$ cat config.mk
export PLATFORM = sky130hd
export DESIGN_NAME = mux_serial_ctrl
export DESIGN_NICKNAME = d
export VERILOG_FILES = /design/src/rtl/mux_serial_ctrl_pkg.sv /design/src/rtl/mux_serial_ctrl_mux.sv /design/src/rtl/mux_serial_ctrl.sv
export SDC_FILE = /design/constraint.sdc
export NUM_CORES = 1
export LEC_CHECK = 0
export BUFFER_PORTS_ARGS = -buffer_cell sky130_fd_sc_hd__buf_2
export CAP_MARGIN = 5
export CORE_MARGIN = 5
export CORE_UTILIZATION = 40
export DETAILED_ROUTE_END_ITERATION = 12
export PLACE_DENSITY = 0.72
export SYNTH_ARGS = -nofsm -noshare
export SYNTH_HDL_FRONTEND = slang
export SYNTH_SLANG_ARGS = --single-unit
export TNS_END_PERCENT = 50
$ cat constraint.sdc
create_clock -name clk -period 2.05 [get_ports clk]
set_input_delay 0.41 -clock clk [delete_from_list [all_inputs] [get_ports clk]]
set_output_delay 0.41 -clock clk [all_outputs]
set_load 0.1 [all_outputs]
$ cat src/rtl/mux_serial_ctrl_pkg.sv
// Shared types and helpers for the 64:1 mux serializer.
package mux_serial_ctrl_pkg;

  localparam int WORD_W  = 64;
  localparam int SEL_W   = 6;
  localparam int MAX_LEN = WORD_W;

  typedef enum logic {
    ST_IDLE = 1'b0,
    ST_SEND = 1'b1
  } state_t;

  // Map an offered length onto 1..MAX_LEN; 0 and anything above MAX_LEN mean a full word.
  function automatic logic [SEL_W:0] clamp_len(input logic [SEL_W:0] len);
    if ((len == '0) || (len > (SEL_W+1)'(MAX_LEN)))
      return (SEL_W+1)'(MAX_LEN);
    else
      return len;
  endfunction

endpackage

$ cat src/rtl/mux_serial_ctrl_mux.sv
// Shared 64:1 bit-select mux.
module Mux_64x1 #(
  parameter int DATA_WIDTH = 64,
  parameter int SEL_WIDTH  = 6
) (
  input  logic [DATA_WIDTH-1:0] i_data,
  input  logic [SEL_WIDTH-1:0]  i_sel,
  output logic                  o_bit
);

  assign o_bit = i_data[i_sel];

endmodule

$ cat src/rtl/mux_serial_ctrl.sv
// Parallel-to-serial controller around the 64:1 select mux.
//
//   state   | meaning
//   --------+----------------------------------------------------------
//   ST_IDLE | no word held, in_ready high, out_valid low
//   ST_SEND | presenting word_q[sel_q]; advances on each accepted beat
module mux_serial_ctrl
  import mux_serial_ctrl_pkg::*;
#(
  parameter int DATA_WIDTH = WORD_W,
  parameter int SEL_WIDTH  = SEL_W
) (
  input  logic                  clk,
  input  logic                  rst_n,
  input  logic                  flush,
  input  logic                  in_valid,
  output logic                  in_ready,
  input  logic [DATA_WIDTH-1:0] in_data,
  input  logic [SEL_WIDTH:0]    in_len,
  input  logic                  in_msb_first,
  output logic                  out_valid,
  input  logic                  out_ready,
  output logic                  out_bit,
  output logic                  out_last,
  output logic                  busy,
  output logic [SEL_WIDTH-1:0]  sel_dbg
);

  state_t                r_state;
  state_t                w_state_nxt;
  logic [DATA_WIDTH-1:0] r_word;
  logic [SEL_WIDTH-1:0]  r_rem;
  logic [SEL_WIDTH-1:0]  r_sel;
  logic                  r_dir;

  logic                  w_mux_bit;
  logic                  w_send;
  logic                  w_last;
  logic                  w_beat;
  logic                  w_accept;
  logic [SEL_WIDTH:0]    w_len_c;
  logic [SEL_WIDTH-1:0]  w_len_m1;

  assign w_send   = (r_state == ST_SEND);
  assign w_last   = w_send && (r_rem == '0);
  assign w_beat   = w_send && out_ready;
  assign w_accept = in_valid && in_ready;
  assign w_len_c  = clamp_len(in_len);
  assign w_len_m1 = SEL_WIDTH'(w_len_c - 1'b1);

  Mux_64x1 #(
    .DATA_WIDTH (DATA_WIDTH),
    .SEL_WIDTH  (SEL_WIDTH)
  ) u_mux (
    .i_data (r_word),
    .i_sel  (r_sel),
    .o_bit  (w_mux_bit)
  );

  // State register.
  always_ff @(posedge clk or negedge rst_n) begin
    if (!rst_n) r_state <= ST_IDLE;
    else        r_state <= w_state_nxt;
  end

  // Next state: flush wins; a last beat reloads if a new word arrives on the same edge.
  always_comb begin
    w_state_nxt = r_state;
    if (flush) begin
      w_state_nxt = ST_IDLE;
    end else begin
      case (r_state)
        ST_IDLE: if (w_accept) w_state_nxt = ST_SEND;
        ST_SEND: if (w_beat && w_last) w_state_nxt = w_accept ? ST_SEND : ST_IDLE;
        default: w_state_nxt = ST_IDLE;
      endcase
    end
  end

  // Outputs are decoded from registers only, except in_ready which follows the sink handshake.
  always_comb begin
    out_valid = 1'b0;
    out_bit   = 1'b0;
    out_last  = 1'b0;
    busy      = 1'b0;
    in_ready  = 1'b0;
    if (w_send) begin
      out_valid = 1'b1;
      out_bit   = w_mux_bit;
      out_last  = w_last;
      busy      = 1'b1;
      in_ready  = out_ready && w_last;
    end else begin
      in_ready  = 1'b1;
    end
    if (flush) in_ready = 1'b0;
  end

  assign sel_dbg = r_sel;

  // Word, remaining count, direction and select: load on acceptance, step on non-last beats.
  always_ff @(posedge clk or negedge rst_n) begin
    if (!rst_n) begin
      r_word <= '0;
      r_rem  <= '0;
      r_sel  <= '0;
      r_dir  <= 1'b0;
    end else if (w_accept) begin
      r_word <= in_data;
      r_rem  <= w_len_m1;
      r_dir  <= in_msb_first;
      r_sel  <= in_msb_first ? w_len_m1 : '0;
    end else if (w_beat && !w_last) begin
      r_rem  <= r_rem - 1'b1;
      r_sel  <= r_dir ? (r_sel - 1'b1) : (r_sel + 1'b1);
    end
  end

endmodule

==> metrics.md, run 1 <==
| Metric | Value |
|---|---|
| Status | complete, but fails checks |
| Failing checks | negative hold slack, negative setup slack |
| Cell Pwr Density | 1100 nW/um2 |
| Final-stage net count | approximately 670 |
| CP max stage cell | mux4_2 |
| Worst R2R End | r_word[40] |
| Post-synthesis cell area | 4070 um2 |
| Final TNS setup | -19.45 ns |
| CORE AREA | 9860 um2 |
| Most frequent cells in the layout | 132 x nand2_1, 83 x buf_2, 73 x dfrtp_1, 43 x nand2_2, 39 x buf_4 |
| Clock root buffer | clkbuf_8 |
| Most common cell after layout, fill and taps aside | nand2_1 |
| Worst reg2reg setup slack | -0.30 ns |
| Die height | 111 um |
| Starting Density | just over 40% |
| GRT Util Overall | 19.4% |
| Final ANT Viol Nets | 0 |
| Mean Syn Cell Area | 9.20 um2 |
| Post-layout instance area | 6130 um2 |
| CTS Hold Buffers Added | 0 |
| Flops & latches, synth | 78 |
| Max transition margin | 65.0% |
| Largest net degree at the start of global routing | 44 |
| Synthesized net count | 527 |
| Starting DRC count in detailed routing | 217 |
| Total I/O pin count | 88 |
| Clock slew at reported path FFs | around 0.090 ns |
| Antenna Cells | 0 |
| Worst vdd ir | 0.492 mV |
| Synth cell types | 43 |
| Worst skew pair latency | 0.36 ns |
| Setup CP Type | flip-flop to output pin |
| Worst hold slack | -0.00316 ns |
| Max cap viols | 0 |
| Crit path cell chain | mux4_2 -> mux2_4 -> nor3b_4 -> a2111oi_2 -> a22o_4 -> buf_12 |
| Gpl congestion | roughly 0.85 |
| Global-route wire length before repair | 19000 um |
| Post-Synth Adder-Cell Area | 2.65% |
| Worst setup margin | -0.765 ns |
| Initial antenna violation count | 0 |
| Slew Limit Fails | 0 |
| Fin crit share | 137% |
| Power Total | 6.72 mW |
| Max H-tree Level | 3 |
| Reg-to-reg startpoint | r_rem[1] |
| Largest stage delay, worst path | around 0.52 ns |
| Clk buf depth | 2 |
| Routed WL | 12400 um |
| CTS tree | built |
| Least-Margin Pin Slew | 0.528 ns |
| DRC viols | 0 |
| P&R area growth vs syn | 50.8% |
| Setup Skew | roughly 0.012 ns |
| Worst r2r path cells | 10 |
| Number of buffers created by CTS | 9 |
| Share of layout cells above drive strength 1 | between 40% and 50% |
| Cell Rows | 36 |
| Compound-cell area share of the yosys netlist | around 7.0% |
| DIE AREA | between 10000 and 15000 um2 |
| Leakage power figure | 3.11 nW |
| Final Hold Fails | 3 |
| Simple-gate share of the synthesized area | 25.1% |
| Via count of the first global-routing pass | 3852 |
| Final core occ | 62.2% |
| Remaining global-route overflow | 0 |
| Sequential fraction of the synthesis area | 48.0% |
| Critical path required time | 1.64 ns |
| Ys Warns | 0 |
| Area after DPL | just under 5000 um2 |
| Final setup viols | 79 |
| Tmin final | 2.82 ns |
| Wire length per cell | 17.2 um |
| Worst hold path class | primary input to asynchronous set/reset pin |
| Worst setup SP type | flip-flop |
| Fmax | between 300 and 400 MHz |
| Synth top area cells | dfrtp_1 48%, nand2_1 19%, mux4_2 8.9% |
| Via count | roughly 3700 |
| Top-area cell type share of the netlist area | 48.0% |
| Die X | 111 um |
| Final Non-Filler Cells | between 700 and 800 |
| TritonRoute pass-1 iters | 4 |
| Placed cell count | 673 |
| Synth area leader | dfrtp_1 |
| Main combinational cell family by area after synthesis | simple AND/OR/NAND/NOR gates |
| Place WS | -0.502 ns |
| Mux share of post-synthesis cell area | between 10% and 20% |
| Synthesized instance count | 442 |
| CP max FO | 8 |
| FFs w/ async S/R, synth | 100% |
| Ys flop type | dfrtp_1 |
| EDFF count, synth | 0 |
| Via density | roughly 5.2 |
| Worst EP arrival | approximately 2.4 ns |
| Post-synthesis xor/xnor area fraction | about 1.9% |
| Clock Sink Count | 78 |
| CP Capture Type | output pin |
| RSZ-0062 raised after global routing | true |
| IO buf count | 87 |
| Dpl hpwl | a little under 8000 um |
## routing by layer
layer	share of wire (%)	GRT usage [%]
met1	43	25.6
met2	51	32.3
met3	4.8	4.42
met4	1.3	5.25
met5	0	0
## flip-flops by register name, indices dropped and copies added, names as in the netlist
name,flops
r_word,64
r_rem,6
r_state,1
sel_dbg,6
r_dir,1
## critical path, delay by kind of cell (launching register included)
family / cells / cell delay, ns
AOI/OAI and AO/OA: 2 / 0.33
buffers and inverters: 1 / 0.17
DFF: 1 / 0.51
muxes: 2 / 0.82
and+or+nand+nor: 1 / 0.21
## worst max-delay path by stage
stage | startpoint | end
after floorplan | r_rem[0] | in_ready
after global placement | sel_dbg[0] | out_bit
after detailed placement | sel_dbg[0] | out_bit
after global routing | sel_dbg[0] | out_bit
final | sel_dbg[0] | out_bit
after CTS | sel_dbg[0] | out_bit
## what timing repair did
action                                  in CTS  in global routing
resized for setup                           66                 92
pin swaps                                   26                 56
buffers inserted                            20                  4
endpoints found under the setup margin      69                 80
gates cloned                                 7                  4
## kinds of logic (layout without fill, tap and decap cells)
group / after synthesis / count (layout)
fa+ha+maj: 8 / 8
mux: 21 / 21
compound gates: 45 / 45
simple gates: 246 / 246
xor+xnor: 9 / 9
flops: 78 / 78
buf+inv: 35 / 179
## area by class of cell
| cell class | count | area, um2 |
|---|---|---|
| clock buffers | 9 | 124 |
| clock inverters | 7 | 130 |
| fillers | 791 | 3730 |
| inverters | 9 | 33.8 |
| multi-input cells | 329 | 2380 |
| flip-flops and latches | 78 | 1960 |
| well taps | 133 | 166 |
| repair buffers | 154 | 1340 |
## synth_stat cells (all sizes together) (3+ instances only)
| library cell | count |
|---|---|
| a21oi | 10 |
| buf | 18 |
| clkbuf | 8 |
| dfrtp | 78 |
| ha | 7 |
| inv | 9 |
| mux2 | 3 |
| mux4 | 16 |
| nand2 | 203 |
| nand2b | 6 |
| nand3 | 4 |
| nor2 | 8 |
| nor2b | 4 |
| nor3 | 4 |
| nor3b | 5 |
| o211ai | 5 |
| o21ai | 17 |
| or3 | 4 |
| xnor2 | 7 |
## where the power goes
part           switching [mW]  internal, mW
Combinational            1.57          1.47
Clock                   0.633         0.830
Sequential              0.334          1.88
Total                    2.54          4.18
Power figures use the tool's default switching activity.
==> run 2, diff against run 1 <==
MAX_ROUTING_LAYER = met4   (was not set)
RECOVER_POWER = 50   (was not set)
==> metrics.md, run 2 (synthesized netlist as in run 1, its figures left out) <==
| Metric | Value |
|---|---|
| Status | complete, but fails checks |
| Failing checks | negative setup slack |
| Setup Skew | 0.0144 ns (+0.00205 ns) |
| Final setup viols | 79 (unchanged) |
| Worst setup SP type | flip-flop |
| Worst reg2reg setup slack | -0.32 ns (-0.02 ns) |
| Max transition margin | 35.9% (-29 points) |
| DRC viols | 0 (unchanged) |
| Max H-tree Level | 3 (unchanged) |
| CORE AREA | 9860 um2 (unchanged) |
| Worst hold path class | primary input to asynchronous set/reset pin |
| Worst vdd ir | 0.492 mV (about the same) |
| RSZ-0062 raised after global routing | true |
| Reg-to-reg startpoint | r_rem[1] |
| Critical path required time | 1.64 ns (about the same) |
| Area after DPL | 4950 um2 (unchanged) |
| Die X | 111 um (unchanged) |
| Via count of the first global-routing pass | 3860 (+0.21%) |
| Worst R2R End | r_word[40] |
| Setup CP Type | flip-flop to output pin |
| Worst skew pair latency | 0.36 ns (about the same) |
| Clock root buffer | clkbuf_8 |
| Global-route wire length before repair | 19000 um (-0.11%) |
| Leakage power figure | 3.10 nW (-0.31%) |
| Antenna Cells | 0 (unchanged) |
| Number of buffers created by CTS | 9 (unchanged) |
| Placed cell count | 673 (unchanged) |
| CP max FO | 8 (unchanged) |
| Starting Density | 41.2% (unchanged) |
| Routed WL | 12400 um (+0.32%) |
| GRT Util Overall | 20.0% (+0.58 points) |
| Clk buf depth | 2 (unchanged) |
| DIE AREA | 12300 um2 (unchanged) |
| CTS Hold Buffers Added | 0 (unchanged) |
| Cell Rows | 36 (unchanged) |
| Post-layout instance area | 6110 um2 (-0.27%) |
| Final Non-Filler Cells | 718 (-0.14%) |
| Wire length per cell | 17.3 um (+0.46%) |
| IO buf count | 87 (unchanged) |
| Fill cells | 795 (+0.51%) |
| Final ANT Viol Nets | 0 (unchanged) |
| Final Hold Fails | 0 (-3) |
| Starting DRC count in detailed routing | 197 (-9.2%) |
| Worst setup margin | -0.755 ns (+0.00977 ns) |
| Max cap viols | 0 (unchanged) |
| Slew Limit Fails | 0 (unchanged) |
| Gpl congestion | 0.860 (+1.6%) |
| Via density | 5.19 (+0.57%) |
| Share of layout cells above drive strength 1 | 50.3% (+0.94 points) |
| Die height | 111 um (unchanged) |
| Most flop-heavy register | r_word |
| Largest net degree at the start of global routing | 44 (unchanged) |
| Cell Pwr Density | 1100 nW/um2 (+0.46%) |
| P&R area growth vs syn | 50.4% |
| Power Total | 6.73 mW (+0.19%) |
| Clock Sink Count | 78 (unchanged) |
| Worst r2r path cells | 10 (unchanged) |
| Final-stage net count | 665 (-0.15%) |
| Most common cell after layout, fill and taps aside | nand2_1 |
| Dpl hpwl | 7920 um (unchanged) |
| CP Capture Type | output pin |
| Clock slew at reported path FFs | 0.09 ns (about the same) |
| Largest register FFs | 64 (unchanged) |
| CTS tree | built |
| Remaining global-route overflow | 0 (unchanged) |
| Fmax | 356 MHz (+0.35%) |
| TritonRoute pass-1 iters | 4 (unchanged) |
| Total I/O pin count | 88 (unchanged) |
| Tmin final | 2.81 ns (-0.00977 ns) |
| Most frequent cells in the layout | 131 x nand2_1, 84 x buf_2, 73 x dfrtp_1, 44 x nand2_2, 38 x buf_4 |
| Worst EP arrival | 2.40 ns (about the same) |
| Fin crit share | 137% (-0.48 points) |
| Initial antenna violation count | 0 (unchanged) |
| Least-Margin Pin Slew | 0.961 ns (+0.433 ns) |
| Via count | 3729 (+0.43%) |
-- run 2: cell types whose count changed in the layout (fill, tap and decap cells not counted), sizes merged --
| cell | change |
|---|---|
| buf | -2 |
| clkbuf | +1 |
-- run 2: area by class of cell --
| type | instances | area, um2 | area share, % |
|---|---|---|---|
| clock buffer | 9 | 124 | 2.03 |
| sequential | 78 | 1960 | 32.1 |
| tap | 133 | 166 | 2.72 |
| clock inverter | 7 | 130 | 2.13 |
| multi-input combinational | 329 | 2400 | 39.2 |
| timing repair buffer | 153 | 1300 | 21.2 |
| inverter | 9 | 33.8 | 0.552 |
-- run 2: worst max-delay path by stage --
stage	startpoint	to	slack (ns)	depth (start not counted)
2_1_floorplan	r_rem[0]	in_ready	-0.99	6
3_3_place_gp	sel_dbg[0]	out_bit	-0.50	6
3_5_place_dp	sel_dbg[0]	out_bit	-0.50	6
4_1_cts	sel_dbg[0]	out_bit	-0.79	6
5_1_grt	sel_dbg[0]	out_bit	-0.85	6
6_report	sel_dbg[0]	out_bit	-0.76	6
-- run 2: timing repair --
| item | 4_1_cts | 5_1_grt |
|---|---|---|
| setup buffers | 20 | 3 |
| endpoints found under the setup margin | 69 | 80 |
| resized for setup | 66 | 98 |
| gates cloned | 7 | 4 |
| pin swaps | 26 | 56 |
-- run 2: worst max-delay path, stage by stage (launching register included) --
cell and delay [ns]:
dfrtp_4 0.51, mux4_2 0.52, mux2_4 0.30, nor3b_4 0.21, a2111oi_2 0.06, a22o_4 0.27
buf_12 0.17
-- run 2: where the power goes --
group          leakage (nW)  internal (mW)  switching (mW)
clock network         0.127          0.830           0.629
registers             0.960           1.88           0.334
logic                  2.01           1.48            1.58
-- run 2: routing by layer --
layer / track usage (%) / share of wire (%)
met1: 25.8 / 41
met2: 32.2 / 51
met3: 4.31 / 5.9
met4: 5.25 / 1.6
met5: - / 0
-- run 2: metrics by stage --
stage / TNS, ns / hold slack [ns] / worst slack [ns] / utilization (%)
after floorplan: -2.51 / 0.114 / -0.994 / -
after global placement: -0.829 / 0.398 / -0.501 / 50.2
after detailed placement: -1.36 / 0.407 / -0.502 / 50.2
after CTS: -11.48 / 0.0123 / -0.795 / 58.0
after global routing: -25.21 / 0.221 / -0.846 / 62.0
final: -19.15 / 0.170 / -0.755 / 62.0
==> run 3, diff against run 2 <==
ABC_CLOCK_PERIOD_IN_PS = 2050   (was not set)
CORE_MARGIN = not set   (was 5)
SKIP_CTS_REPAIR_TIMING = 1   (was not set)
==> metrics.md, run 3 (synthesized netlist as in run 1, its figures left out) <==
| Metric | Value |
|---|---|
| Largest stage delay, worst path | 0.49 ns (-0.03 ns) |
| Antenna Cells | 0 (unchanged) |
| Largest net degree at the start of global routing | 51 (+16%) |
| Post-layout instance area | 5840 um2 (-4.5%) |
| CP top delay family | multiplexers |
| DRC viols | 0 (unchanged) |
| Via density | 5.32 (+2.4%) |
| Gpl congestion | 0.876 (+1.9%) |
| Dpl hpwl | 7580 um (-4.3%) |
| Max transition margin | 50.7% (+15 points) |
| Most common cell after layout, fill and taps aside | nand2_1 |
| Buf/Inv on CP | 2 (+1) |
| Worst r2r path cells | 9 (-1) |
| Worst setup SP type | flip-flop |
| Place WS | -0.505 ns (-0.00327 ns) |
| P&R area growth vs syn | 43.6% |
| CP max FO | 5 (-3) |
| Routed WL | 12400 um (-0.22%) |
| Final TNS setup | -10.38 ns (+8.77 ns) |
| RSZ-0062 raised after global routing | true |
| Status | complete, but fails checks |
| Cell Pwr Density | 1070 nW/um2 (-2.6%) |
| Slew Limit Fails | 0 (unchanged) |
| CP Capture Type | output pin |
| Leakage power figure | 2.96 nW (-4.6%) |
| CP most frequent cell | buf_12 |
| Worst R2R End | sel_dbg[2] |
| CTS tree | built |
| Final-stage net count | 665 (unchanged) |
| Register area | 1960 um2 (unchanged) |
| Fmax | 351 MHz (-1.6%) |
| GRT Util Overall | 21.3% (+1.3 points) |
| Area after DPL | 4950 um2 (unchanged) |
| Worst Hold End | r_word[11] |
| Final ANT Viol Nets | 0 (unchanged) |
| TritonRoute pass-1 iters | 5 (+1) |
| Critical path required time | 1.64 ns (about the same) |
| Global-route wire length before repair | 16400 um (-14%) |
| Worst reg2reg setup slack | -0.20 ns (+0.12 ns) |
| Starting DRC count in detailed routing | 228 (+16%) |
| Die X | 103 um (-7.2%) |
| Final core occ | 59.4% (-2.5 points) |
| Clk buf depth | 2 (unchanged) |
| CP max stage cell | dfrtp_4 |
| Area of the multi-input gates | 2290 um2 (-4.5%) |
| Least-Margin Pin Slew | 0.739 ns (-0.222 ns) |
| Starting Density | 41.4% (+0.19 points) |
| Total I/O pin count | 88 (unchanged) |
| Worst vdd ir | 0.735 mV (+49%) |
| Crit path cell chain | buf_12 -> mux4_2 -> mux2_2 -> nor3b_2 -> a2111oi_2 -> a22o_4 -> buf_12 |
| Hold depth | 3 |
| Worst EP arrival | 2.44 ns (+0.04 ns) |
| Final Hold Fails | 0 (unchanged) |
| Max cap viols | 0 (unchanged) |
| Setup CP Type | flip-flop to output pin |
| Number of buffers created by CTS | 9 (unchanged) |
| IO buf count | 87 (unchanged) |
| Most frequent cells in the layout | 139 x nand2_1, 83 x buf_2, 73 x dfrtp_1, 43 x nand2_2, 37 x buf_4 |
| Largest register FFs | 64 (unchanged) |
| Fin crit share | 139% (+2.2 points) |
| Share of layout cells above drive strength 1 | 46.6% (-3.7 points) |
| Setup Skew | 0.0127 ns (-0.00176 ns) |
| Clock Sink Count | 78 (unchanged) |
| Fill cells | 826 (+3.9%) |
| DIE AREA | 10600 um2 (-14%) |
| CORE AREA | 9820 um2 (-0.46%) |
| Clock slew at reported path FFs | 0.08 ns (about the same) |
| Via count of the first global-routing pass | 3449 (-11%) |
| Reg-to-reg startpoint | r_rem[1] |
| Worst hold path class | primary input to flip-flop |
| Wire length per cell | 17.3 um (+0.20%) |
| Most flop-heavy register | r_word |
| Max H-tree Level | 3 (unchanged) |
| Worst setup margin | -0.801 ns (-0.0452 ns) |
| Worst skew pair latency | 0.35 ns (about the same) |
| Initial antenna violation count | 0 (unchanged) |
| Remaining global-route overflow | 0 (unchanged) |
| Via count | 3801 (+1.9%) |
| Final setup viols | 80 (+1.3%) |
| CP Depth | 7 (+1) |
| Tmin final | 2.85 ns (+0.0452 ns) |
| Clock root buffer | clkbuf_8 |
| Failing checks | negative setup slack |
| Die height | 103 um (-7.2%) |
| Cell Rows | 36 (unchanged) |
| Hold path start | in_data[11] |
## run 3: how the worst max path moves through the flow
stage / start / end / slack, ns
after global routing: sel_dbg[0] / out_bit / -0.84
after global placement: sel_dbg[0] / out_bit / -0.48
final: sel_dbg[0] / out_bit / -0.80
after CTS: sel_dbg[0] / out_bit / -0.89
after floorplan: r_rem[0] / in_ready / -0.99
after detailed placement: sel_dbg[0] / out_bit / -0.51
## run 3: metal layers
metal	routed length (um)	GRT usage, %	vias up
met5	0	-	-
met4	254	6.72	0
met3	933	4.20	30
met2	6090	33.6	177
met1	5090	27.7	1853
li1	-	-	1741
## run 3: per-stage QoR
step	total power, mW	cells	hold slack (ns)
after CTS	5.80	691	-0.00810
after global routing	6.59	715	0.242
final	6.26	715	0.244
after detailed placement	4.71	678	0.366
after floorplan	3.90	442	0.114
after global placement	4.62	678	0.362
## run 3: area by class of cell
cell class                 count  area share [%]
timing repair buffer         151            20.6
clock buffer                  11            2.42
clock inverter                 2           0.600
inverter                       9           0.579
tap                          133            2.85
sequential                    78            33.6
multi-input combinational    331            39.3
## run 3: report_power, final
part | total (mW) | switching, mW | internal [mW]
Clock | 1.12 | 0.545 | 0.575
Combinational | 2.93 | 1.56 | 1.37
Sequential | 2.21 | 0.330 | 1.88
Total | 6.26 | 2.44 | 3.83
## run 3: tightest hold or removal path: cells and delay by family
kind	cells	cell delay (ns)
and+or+nand+nor	2	0.09
buffers and inverters	1	0.07
